### config.mk
export PLATFORM = sky130hd
export DESIGN_NAME = if_fetch_queue_flat
export DESIGN_NICKNAME = d
export VERILOG_FILES = /design/src/rtl/fetch_pkg.sv /design/src/rtl/if_fetch_queue_if.sv /design/src/rtl/fetch_fifo.sv /design/src/rtl/if_fetch_queue.sv /design/src/flat_wrapper.sv
export SDC_FILE = /design/constraint.sdc
export NUM_CORES = 1
export LEC_CHECK = 0
export CAP_MARGIN = 40
export CORE_ASPECT_RATIO = 1.4
export CORE_MARGIN = 10
export CORE_UTILIZATION = 60
export CTS_BUF_LIST = sky130_fd_sc_hd__clkbuf_8
export DETAILED_ROUTE_END_ITERATION = 7
export GPL_ROUTABILITY_DRIVEN = 0
export GPL_TIMING_DRIVEN = 0
export PLACE_DENSITY = 0.8
export SLEW_MARGIN = 40
export SYNTH_ARGS = -nofsm -noshare
export SYNTH_HDL_FRONTEND = slang
export SYNTH_HIERARCHICAL = 1
export SYNTH_SLANG_ARGS = --single-unit
### constraint.sdc
create_clock -name clk -period 6.3 [get_ports clk]
set_clock_uncertainty 0.2 [all_clocks]
set_input_delay 0.945 -clock clk [delete_from_list [all_inputs] [get_ports clk]]
set_output_delay 0.945 -clock clk [all_outputs]
set_load 0.01 [all_outputs]
### src/rtl/fetch_pkg.sv
// Shared types and constants for the decoupled instruction-fetch front end.
package fetch_pkg;

  localparam int FETCH_ADDR_W = 32;
  localparam int FETCH_DATA_W = 32;

  localparam logic [FETCH_ADDR_W-1:0] FETCH_RESET_PC = 32'hBFC0_0000;
  localparam logic [FETCH_ADDR_W-1:0] FETCH_EXC_PC   = 32'hBFC0_0380;

  typedef struct packed {
    logic [FETCH_ADDR_W-1:0] pc;
    logic [FETCH_DATA_W-1:0] inst;
    logic                    fault;
  } fetch_entry_t;

  function automatic logic [FETCH_ADDR_W-1:0] pc4(input logic [FETCH_ADDR_W-1:0] pc);
    return pc + FETCH_ADDR_W'(4);
  endfunction

endpackage

### src/rtl/if_fetch_queue_if.sv
// Fetch-stage bus: redirect inputs, SRAM request/response and the decode-side queue port.
interface if_fetch_queue_if #(
  parameter int ADDR_W = fetch_pkg::FETCH_ADDR_W,
  parameter int DATA_W = fetch_pkg::FETCH_DATA_W
);
  logic              redirect_valid;
  logic [ADDR_W-1:0] redirect_pc;
  logic              exc_valid;
  logic              req_valid;
  logic              req_ready;
  logic [ADDR_W-1:0] req_addr;
  logic              resp_valid;
  logic [DATA_W-1:0] resp_data;
  logic              out_valid;
  logic              out_ready;
  logic [ADDR_W-1:0] out_pc;
  logic [ADDR_W-1:0] out_pc4;
  logic [DATA_W-1:0] out_inst;
  logic              out_addr_fault;

  modport master (
    input  redirect_valid, redirect_pc, exc_valid, req_ready, resp_valid, resp_data, out_ready,
    output req_valid, req_addr, out_valid, out_pc, out_pc4, out_inst, out_addr_fault
  );

  modport slave (
    output redirect_valid, redirect_pc, exc_valid, req_ready, resp_valid, resp_data, out_ready,
    input  req_valid, req_addr, out_valid, out_pc, out_pc4, out_inst, out_addr_fault
  );
endinterface

### src/rtl/fetch_fifo.sv
// Generic synchronous FIFO with clear and occupancy count; push while full is legal with a same-cycle pop.
module fetch_fifo #(
  parameter int W     = 65,
  parameter int DEPTH = 4
) (
  input  logic                    clk,
  input  logic                    rst_n,
  input  logic                    clear,
  input  logic                    push,
  input  logic                    pop,
  input  logic [W-1:0]            wdata,
  output logic [W-1:0]            rdata,
  output logic [$clog2(DEPTH):0]  count
);
  localparam int AW = $clog2(DEPTH);

  logic [W-1:0]  mem [DEPTH];
  logic [AW-1:0] wr_ptr;
  logic [AW-1:0] rd_ptr;
  logic          do_push;
  logic          do_pop;

  assign do_pop  = pop && (count != '0);
  assign do_push = push && ((count != (AW+1)'(DEPTH)) || do_pop);

  always_ff @(posedge clk) begin
    if (!rst_n || clear) begin
      wr_ptr <= '0;
      rd_ptr <= '0;
      count  <= '0;
    end else begin
      if (do_push) wr_ptr <= wr_ptr + AW'(1);
      if (do_pop)  rd_ptr <= rd_ptr + AW'(1);
      count <= count + (AW+1)'(do_push) - (AW+1)'(do_pop);
    end
  end

  // Storage carries no reset; occupancy alone decides what is valid.
  always_ff @(posedge clk) begin
    if (do_push) mem[wr_ptr] <= wdata;
  end

  assign rdata = mem[rd_ptr];

endmodule

### src/rtl/if_fetch_queue.sv
// Decoupled fetch front end: credit-limited PC generator, in-order response queue, flush on redirect.
// Optional IF_FETCH_PERF_EN adds saturating perf_fetched / perf_discarded / perf_starve counters.
module if_fetch_queue
  import fetch_pkg::*;
#(
  parameter int                ADDR_W   = FETCH_ADDR_W,
  parameter int                DATA_W   = FETCH_DATA_W,
  parameter int                DEPTH    = 4,
  parameter logic [ADDR_W-1:0] RESET_PC = FETCH_RESET_PC,
  parameter logic [ADDR_W-1:0] EXC_PC   = FETCH_EXC_PC
) (
  input  logic              clk,
  input  logic              rst_n,
  if_fetch_queue_if.master  bus
`ifdef IF_FETCH_PERF_EN
  ,
  output logic [31:0]       perf_fetched,
  output logic [31:0]       perf_discarded,
  output logic [31:0]       perf_starve
`endif
);
  localparam int CW = $clog2(DEPTH) + 1;
  localparam int EW = ADDR_W + DATA_W + 1;

  if (DEPTH < 2 || DEPTH > 16 || (DEPTH & (DEPTH - 1)) != 0) begin : g_bad_depth
    $error("if_fetch_queue: DEPTH must be a power of 2 in 2..16");
  end

  logic [ADDR_W-1:0] fetch_pc;
  logic              halted;
  logic [CW-1:0]     outstanding;
  logic [CW-1:0]     discard;

  logic [CW-1:0]     q_count;
  logic [CW-1:0]     pc_count;
  logic [EW-1:0]     q_wdata;
  logic [EW-1:0]     q_rdata;
  logic [ADDR_W-1:0] inflight_pc;
  logic [ADDR_W-1:0] head_pc;
  logic [DATA_W-1:0] head_inst;
  logic              head_fault;
  logic [CW:0]       in_use;

  logic redir, aligned, credit, issue, accept, mis_push;
  logic resp_in, resp_keep, resp_drop, q_valid, pop;

  assign redir   = bus.exc_valid || bus.redirect_valid;
  assign aligned = (fetch_pc[1:0] == 2'b00);
  assign in_use  = {1'b0, q_count} + {1'b0, outstanding};
  assign credit  = in_use < (CW+1)'(DEPTH);
  assign issue   = rst_n && !halted && !redir && credit;
  assign accept  = issue && aligned && bus.req_ready;
  // A fault entry waits until every kept response ahead of it has landed, preserving program order.
  assign mis_push = issue && !aligned && (outstanding == discard);

  // Stray responses with nothing in flight are ignored so the counters cannot underflow.
  assign resp_in   = rst_n && bus.resp_valid && (outstanding != '0);
  assign resp_keep = resp_in && (discard == '0);
  assign resp_drop = resp_in && (discard != '0);

  assign q_valid = rst_n && (q_count != '0);
  assign pop     = q_valid && bus.out_ready;
  assign q_wdata = resp_keep ? {inflight_pc, bus.resp_data, 1'b0}
                             : {fetch_pc, {DATA_W{1'b0}}, 1'b1};

  fetch_fifo #(.W(EW), .DEPTH(DEPTH)) u_queue (
    .clk   (clk),
    .rst_n (rst_n),
    .clear (redir),
    .push  (resp_keep || mis_push),
    .pop   (pop),
    .wdata (q_wdata),
    .rdata (q_rdata),
    .count (q_count)
  );

  // PCs of kept in-flight requests; discarded ones are older and never enter after a flush.
  fetch_fifo #(.W(ADDR_W), .DEPTH(DEPTH)) u_inflight (
    .clk   (clk),
    .rst_n (rst_n),
    .clear (redir),
    .push  (accept),
    .pop   (resp_keep),
    .wdata (fetch_pc),
    .rdata (inflight_pc),
    .count (pc_count)
  );

  always_ff @(posedge clk) begin
    if (!rst_n) begin
      fetch_pc    <= RESET_PC;
      halted      <= 1'b0;
      outstanding <= '0;
      discard     <= '0;
    end else if (redir) begin
      fetch_pc    <= bus.exc_valid ? EXC_PC : bus.redirect_pc;
      halted      <= 1'b0;
      outstanding <= outstanding - CW'(resp_in);
      discard     <= outstanding - CW'(resp_in);
    end else begin
      if (accept)   fetch_pc <= fetch_pc + ADDR_W'(4);
      if (mis_push) halted   <= 1'b1;
      outstanding <= outstanding + CW'(accept) - CW'(resp_in);
      discard     <= discard - CW'(resp_drop);
    end
  end

  assign {head_pc, head_inst, head_fault} = q_rdata;

  assign bus.req_valid      = issue && aligned;
  assign bus.req_addr       = (issue && aligned) ? fetch_pc : '0;
  assign bus.out_valid      = q_valid;
  assign bus.out_pc         = q_valid ? head_pc : '0;
  assign bus.out_pc4        = q_valid ? head_pc + ADDR_W'(4) : '0;
  assign bus.out_inst       = q_valid ? head_inst : '0;
  assign bus.out_addr_fault = q_valid && head_fault;

  always_ff @(posedge clk) begin
    if (rst_n) begin
      assert (!(bus.resp_valid && outstanding == '0))
        else $error("if_fetch_queue: response received with no request outstanding");
      assert (pc_count == outstanding - discard)
        else $error("if_fetch_queue: in-flight PC tracking out of step with counters");
    end
  end

`ifdef IF_FETCH_PERF_EN
  function automatic logic [31:0] sat_inc(input logic [31:0] v, input logic en);
    return (en && (v != '1)) ? v + 32'd1 : v;
  endfunction

  always_ff @(posedge clk) begin
    if (!rst_n) begin
      perf_fetched   <= '0;
      perf_discarded <= '0;
      perf_starve    <= '0;
    end else begin
      perf_fetched   <= sat_inc(perf_fetched, pop);
      perf_discarded <= sat_inc(perf_discarded, resp_drop);
      perf_starve    <= sat_inc(perf_starve, bus.out_ready && !q_valid);
    end
  end
`endif

endmodule

### src/flat_wrapper.sv
// flat-port wrapper written by rule: the top's interface ports become plain ports
module if_fetch_queue_flat import fetch_pkg::*;
#(
  parameter int                ADDR_W   = FETCH_ADDR_W,
  parameter int                DATA_W   = FETCH_DATA_W,
  parameter int                DEPTH    = 4,
  parameter logic [ADDR_W-1:0] RESET_PC = FETCH_RESET_PC,
  parameter logic [ADDR_W-1:0] EXC_PC   = FETCH_EXC_PC
)
  (clk, rst_n, bus_redirect_valid, bus_redirect_pc, bus_exc_valid, bus_req_ready, bus_resp_valid, bus_resp_data, bus_out_ready, bus_req_valid, bus_req_addr, bus_out_valid, bus_out_pc, bus_out_pc4, bus_out_inst, bus_out_addr_fault);
  if_fetch_queue_if #(.ADDR_W(ADDR_W), .DATA_W(DATA_W)) bus_i ();
  input  logic clk;
  input  logic rst_n;
  input wire logic [$bits(bus_i.redirect_valid)-1:0] bus_redirect_valid;
  input wire logic [$bits(bus_i.redirect_pc)-1:0] bus_redirect_pc;
  input wire logic [$bits(bus_i.exc_valid)-1:0] bus_exc_valid;
  input wire logic [$bits(bus_i.req_ready)-1:0] bus_req_ready;
  input wire logic [$bits(bus_i.resp_valid)-1:0] bus_resp_valid;
  input wire logic [$bits(bus_i.resp_data)-1:0] bus_resp_data;
  input wire logic [$bits(bus_i.out_ready)-1:0] bus_out_ready;
  output wire logic [$bits(bus_i.req_valid)-1:0] bus_req_valid;
  output wire logic [$bits(bus_i.req_addr)-1:0] bus_req_addr;
  output wire logic [$bits(bus_i.out_valid)-1:0] bus_out_valid;
  output wire logic [$bits(bus_i.out_pc)-1:0] bus_out_pc;
  output wire logic [$bits(bus_i.out_pc4)-1:0] bus_out_pc4;
  output wire logic [$bits(bus_i.out_inst)-1:0] bus_out_inst;
  output wire logic [$bits(bus_i.out_addr_fault)-1:0] bus_out_addr_fault;
  assign bus_i.redirect_valid = bus_redirect_valid;
  assign bus_i.redirect_pc = bus_redirect_pc;
  assign bus_i.exc_valid = bus_exc_valid;
  assign bus_i.req_ready = bus_req_ready;
  assign bus_i.resp_valid = bus_resp_valid;
  assign bus_i.resp_data = bus_resp_data;
  assign bus_i.out_ready = bus_out_ready;
  assign bus_req_valid = bus_i.req_valid;
  assign bus_req_addr = bus_i.req_addr;
  assign bus_out_valid = bus_i.out_valid;
  assign bus_out_pc = bus_i.out_pc;
  assign bus_out_pc4 = bus_i.out_pc4;
  assign bus_out_inst = bus_i.out_inst;
  assign bus_out_addr_fault = bus_i.out_addr_fault;
  if_fetch_queue #(.ADDR_W(ADDR_W), .DATA_W(DATA_W), .DEPTH(DEPTH), .RESET_PC(RESET_PC), .EXC_PC(EXC_PC)) u_core (.clk(clk), .rst_n(rst_n), .bus(bus_i));
endmodule
==> results of run 1 <==
==> registers in the layout (all words and copies together) (netlist names), named ones only <==
register	flops
u_core/u_queue/wr_ptr	2
u_core/u_inflight/wr_ptr	2
u_core/u_inflight/rd_ptr	2
u_core/u_queue/count	3
u_core/u_queue/rd_ptr	2
u_core/outstanding	3
u_core/u_queue/mem	260
u_core/u_inflight/count	3
u_core/halted	1
u_core/discard	3
u_core/u_inflight/mem	128
u_core/fetch_pc	32
==> power by group <==
| group | switching, W | total, W | internal [W] |
|---|---|---|---|
| registers | 0.0000346 | 0.00327 | 0.00323 |
| clock network | 0.00102 | 0.00217 | 0.00115 |
| logic | 0.000195 | 0.000338 | 0.000143 |
==> cell families after synthesis <==
group,after synthesis
multiplexers,129
flip-flops,445
AND/OR/NAND/NOR,391
XOR/XNOR,42
adder cells (fa/ha/maj),25
other,1
buffers and inverters,98
AO/OA/AOI/OAI,109
==> cell usage after synthesis (12+ instances only) <==
cell / n
edfxtp_1: 388
and2_1: 97
mux4_2: 97
nor2_1: 79
dfxtp_1: 57
and3_1: 47
nand2_1: 46
clkbuf_1: 33
nand3_1: 30
mux2_2: 28
xor2_1: 28
a21oi_1: 27
inv_1: 25
ha_1: 22
o21ai_0: 22
nand4_1: 21
nor3_1: 17
xnor2_1: 14
buf_4: 13
buf_2: 12
==> area by class of cell <==
class	instances	area, µm²	area share (%)
Buffer	69	332	1.42
Clock buffer	71	977	4.19
Clock inverter	42	251	1.08
Inverter	29	109	0.466
Multi-Input combinational cell	698	6260	26.8
Sequential cell	445	12800	54.8
Tap cell	395	494	2.12
Timing Repair Buffer	205	2140	9.15
==> layer usage <==
| layer | global-route usage [%] | part of all wire (%) |
|---|---|---|
| met4 | 10.2 | 4.0 |
| met2 | 39.2 | 51 |
| met1 | 27.8 | 37 |
| met5 | 0 | 0 |
| met3 | 4.71 | 8.2 |
==> cell usage in the layout, fill, tap and decap left out, types with 30 or more instances in the layout <==
cell type,n
clkbuf_1,33
and2_1,97
and3_1,39
edfxtp_1,388
clkdlybuf4s50_1,198
mux4_2,97
dfxtp_1,57
nor2_1,78
nand3_1,30
inv_1,45
nand2_1,46
clkbuf_8,71
==> worst paths after layout <==
check / startpoint / end / cells after the start
min reg2reg: u_core/fetch_pc[24]$_SDFFE_PN1P_ / u_core/u_inflight/mem[1][24]$_DFFE_PP_ / 0
max: rst_n / bus_req_addr[20] / 7
max reg2reg: u_core/discard[1]$_SDFF_PN0_ / u_core/u_inflight/count[2]$_SDFF_PP0_ / 17
min: u_core/fetch_pc[24]$_SDFFE_PN1P_ / u_core/u_inflight/mem[1][24]$_DFFE_PP_ / 0
==> metrics by stage <==
stage / setup TNS (ns) / setup WS [ns] / utilization (%)
after floorplan: 0 / 1.96 / -
after global placement: -194.85 / -0.777 / 68.9
after detailed placement: 0 / 0.664 / 69.5
after CTS: 0 / 0.742 / 73.4
after global routing: 0 / 0.587 / 73.4
final: 0 / 0.782 / 73.4
==> critical path, cell delays in order <==
cell and delay [ns]:
clkdlybuf4s50_1 0.82, nor3b_4 0.46, nand3_1 0.40, nor3_2 0.50, clkbuf_1 0.44, and2_1 0.24
clkdlybuf4s50_1 0.56
==> impl_metrics.tcl, run 1 <==
set metrics [dict create \
    ios 202 \
    end_kind "output port" \
    max_freq_mhz 181 \
    core-area_um2 31800 \
    syn_to_final_growth_pct 20.1 \
    post_cts_buffers 0 \
    cts_sinks 445 \
    ys.flop_type "edfxtp_1" \
    grt_antenna_before_repair 0 \
    p_leak_nw 7.95 \
    status "complete, no violations" \
    pwr_density_cell_nw_per_um2 247 \
    nFillCells 1974 \
    min_path_type "reg2reg" \
    synth-simple-area-share_pct 11.3 \
    placed_cell_area_um2 22100 \
    portBuffers 198 \
    hold_buffers 0 \
    cts.clk_slew.worst_paths_ns 0.07 \
    cts_tree "yes" \
    worst_ep_required_time_ns 5.15 \
    cts_buffer_depth 3 \
    routedWlPerCell_um 23.6 \
    critPathKind "in2out" \
    synthArstFlopShare_pct 0 \
    synth_compound_area_share_pct 3.88 \
    synth-seq-cells 445 \
    drtIter0Drc 1196 \
    crit_path_max_fanout 12 \
    first_pass_iters 5 \
    layout-drive-gt1-share_pct 17.7 \
    nNetsFinal 1605 \
    synth_top_cell_by_area "edfxtp_1" \
    yosys-top-cells-area "edfxtp_1 (60%), mux4_2 (11%), dfxtp_1 (5.9%)" \
    fin_crit_ns 5.52 \
    worstPathArrival_ns 4.37 \
    cts_resized 0 \
    yosysSeqAreaShare_pct 65.8 \
    clk-insertion-delay-late_ns 0.62 \
    netlist_instances 1240 \
    synthXorXnorAreaFrac_pct 1.89 \
    layout.cells.non_filler 1954 \
    grt_usage_pct 23.1 \
    muxShareOfSynthArea_pct 13.1 \
    reg2reg_setup_slack_ns 1.90 \
    post_drt_via_cell_ratio 6.23 \
    drc 0 \
    drtAntennaViolNets 0 \
    die_w_um 172 \
    dp.cells 1841 \
    rows 77 \
    fin_crit_sh_pct 87.6 \
    netlist_area_um2 19400 \
    start_util_pct 61.1 \
    htreeDepth 2 \
    clockRootBuffer "clkbuf_8" \
    synth_fa_ha_area_share_pct 1.73 \
    synthDistinctLibCells 76 \
    final_area_um2 23300 \
    slew_headroom_pct 43.4 \
    synth_edf_count 388 \
    hold_viol 0 \
    ir_drop_mv 0.152 \
    insertedDiodeCount 0 \
    yosysTopAreaCellShare_pct 59.9 \
    die_y_um 233 \
    grt_pass1_vias 12546 \
    grt_setup_unrepaired "no" \
    worst_slew_pin_slew_ns 0.848 \
    drt-total-wl_mm 46.2 \
    synth_top_family_by_area "multiplexers" \
    vias 12177 \
    fp.dieArea_um2 40100 \
    grt_max_degree 36 \
    grt_pass1_wl_mm 70.9 \
    setup_viol 0 \
    grt_overflow 0 \
    whs_ns 0.297 \
    yosysWarnings 6 \
    synth_area_per_cell_um2 15.7 \
    maxSlewViolCount 0 \
    power_w 0.00578 \
    numCtsBuffers 61 \
    hpwl_mm 32.8 \
    drv_cap 0 \
    cp-start-kind "input port" \
]
No activity file was read; power rests on OpenSTA's default activity.
==> run 2, diff against run 1 <==
- CTS_BUF_LIST: sky130_fd_sc_hd__clkbuf_8 -> sky130_fd_sc_hd__clkbuf_16
==> run 2 against run 1 <==
Compared with the run above: global-route usage grew 0.51 points; via count down 1.1%; flip-flop and latch count is the same; core utilization is 0.051 points lower; critical path depth is the same; routed wire length rose by 1.7%; register-to-register slack barely moved; maximum frequency rose by 0.37%; setup slack improved by 0.020 ns; critical path type unchanged; largest power group unchanged.
==> impl_metrics.tcl, run 2 (synthesis gave the netlist of run 1 again) <==
set metrics [dict create \
    status "complete, no violations" \
    cts_tree "yes" \
    cts.clk_slew.worst_paths_ns 0.07 \
    cts_resized 0 \
    start_util_pct 61.1 \
    nNetsFinal 1583 \
    grt_max_degree 36 \
    crit_path_max_fanout 12 \
    worstPathArrival_ns 4.35 \
    top_register "u_core/u_queue/mem" \
    p_leak_nw 7.86 \
    worst_ep_required_time_ns 5.15 \
    fin_crit_sh_pct 87.3 \
    setup_viol 0 \
    die_y_um 233 \
    finalSetupTns_ns 0 \
    post_cts_buffers 0 \
    core-area_um2 31800 \
    ir_drop_mv 0.161 \
    critPathLaunch "rst_n" \
    final_util_pct 73.4 \
    cp-start-kind "input port" \
    hpwl_mm 32.8 \
    grt_setup_unrepaired "no" \
    fp.dieArea_um2 40100 \
    power_w 0.00588 \
    numCtsBuffers 39 \
    die_w_um 172 \
    timing.rr.start "u_core/discard[1]$_SDFF_PN0_" \
    routedWlPerCell_um 24.6 \
    mostFrequentLayoutCells "edfxtp_1 (388), clkdlybuf4s50_1 (198), and2_1 (97), mux4_2 (97), nor2_1 (78)" \
    pwr_density_cell_nw_per_um2 252 \
    hold_start "u_core/fetch_pc[1]$_SDFFE_PN0P_" \
    slew_headroom_pct 43.8 \
    drt-total-wl_mm 47.0 \
    grt_usage_pct 23.6 \
    fin_crit_ns 5.50 \
    hold_buffers 0 \
    reg2reg_setup_slack_ns 1.90 \
    top_regs "u_core/u_queue/mem (260), u_core/u_inflight/mem (128), u_core/fetch_pc (32)" \
    critPathKind "in2out" \
    portBuffers 198 \
    drc 0 \
    vias 12049 \
    grt_overflow 0 \
    placed_cell_area_um2 22100 \
    insertedDiodeCount 0 \
    clockRootBuffer "clkbuf_16" \
    htreeDepth 2 \
    final_common_cell "edfxtp_1" \
    grt_antenna_before_repair 0 \
    grt_pass1_wl_mm 72.1 \
    cts_sinks 445 \
    layout-drive-gt1-share_pct 16.3 \
    worst_slew_pin_slew_ns 0.843 \
    post_drt_via_cell_ratio 6.30 \
    final_area_um2 23300 \
    drtIter0Drc 1279 \
    cts_buffer_depth 3 \
    rows 77 \
    drv_cap 0 \
    syn_to_final_growth_pct 20.0 \
    first_pass_iters 5 \
    largest_register_ffs 260 \
    whs_ns 0.304 \
    max_freq_mhz 182 \
    drtAntennaViolNets 0 \
    nFillCells 1939 \
    ios 202 \
    maxSlewViolCount 0 \
    min_path_type "reg2reg" \
    hold_viol 0 \
    end_kind "output port" \
    grt_pass1_vias 12458 \
    clk-insertion-delay-late_ns 0.55 \
]
==> run 2: cell count changes in the layout (fill, tap and decap cells not counted) <==
cell        delta
clkinv_1       -3
bufinv_16      -2
clkbuf_16     +42
clkbuf_8      -71
inv_1         -11
clkinvlp_4     +3
==> run 2: layout make-up <==
| type | count | area [µm²] | area share (%) |
|---|---|---|---|
| inverters | 29 | 109 | 0.467 |
| flip-flops and latches | 445 | 12800 | 54.8 |
| plain buffers | 69 | 332 | 1.42 |
| multi-input cells | 698 | 6260 | 26.8 |
| clock buffers | 42 | 1050 | 4.50 |
| well taps | 395 | 494 | 2.12 |
| clock inverters | 29 | 161 | 0.692 |
| repair buffers | 205 | 2140 | 9.16 |
==> run 2: report_power, final <==
part / total [W] / switching, W / internal, W
registers: 0.00327 / 0.0000346 / 0.00323
logic: 0.000340 / 0.000197 / 0.000143
clock network: 0.00228 / 0.00103 / 0.00125
==> run 2: metal layers <==
layer / vias to the layer above / wire length [µm] / global-route usage, %
met2: 651 / 23700 / 40.1
met3: 152 / 3750 / 4.64
li1: 5306 / - / -
met5: - / 0 / 0
met4: 0 / 2020 / 10.5
met1: 5940 / 17500 / 28.5
==> run 2: final timing paths <==
check / to / depth (start not counted)
worst min register to register: u_core/u_inflight/mem[2][1]$_DFFE_PP_ / 0
worst max register to register: u_core/u_queue/count[2]$_SDFF_PP0_ / 16
worst max-delay path: bus_req_addr[20] / 7
worst min-delay path: u_core/u_inflight/mem[2][1]$_DFFE_PP_ / 0
==> run 2: per-stage QoR <==
step                      worst slack (ns)  instances
after detailed placement             0.664       1841
after floorplan                       1.96       1241
after global routing                 0.659       1912
final                                0.802       1912
after CTS                            0.831       1912
after global placement              -0.777       1834
==> run 2: worst max-delay path, cell delays in order <==
cell and delay, ns:
clkdlybuf4s50_1 0.84, nor3b_4 0.46, nand3_1 0.40, nor3_2 0.50, clkbuf_1 0.42, and2_1 0.23
clkdlybuf4s50_1 0.56
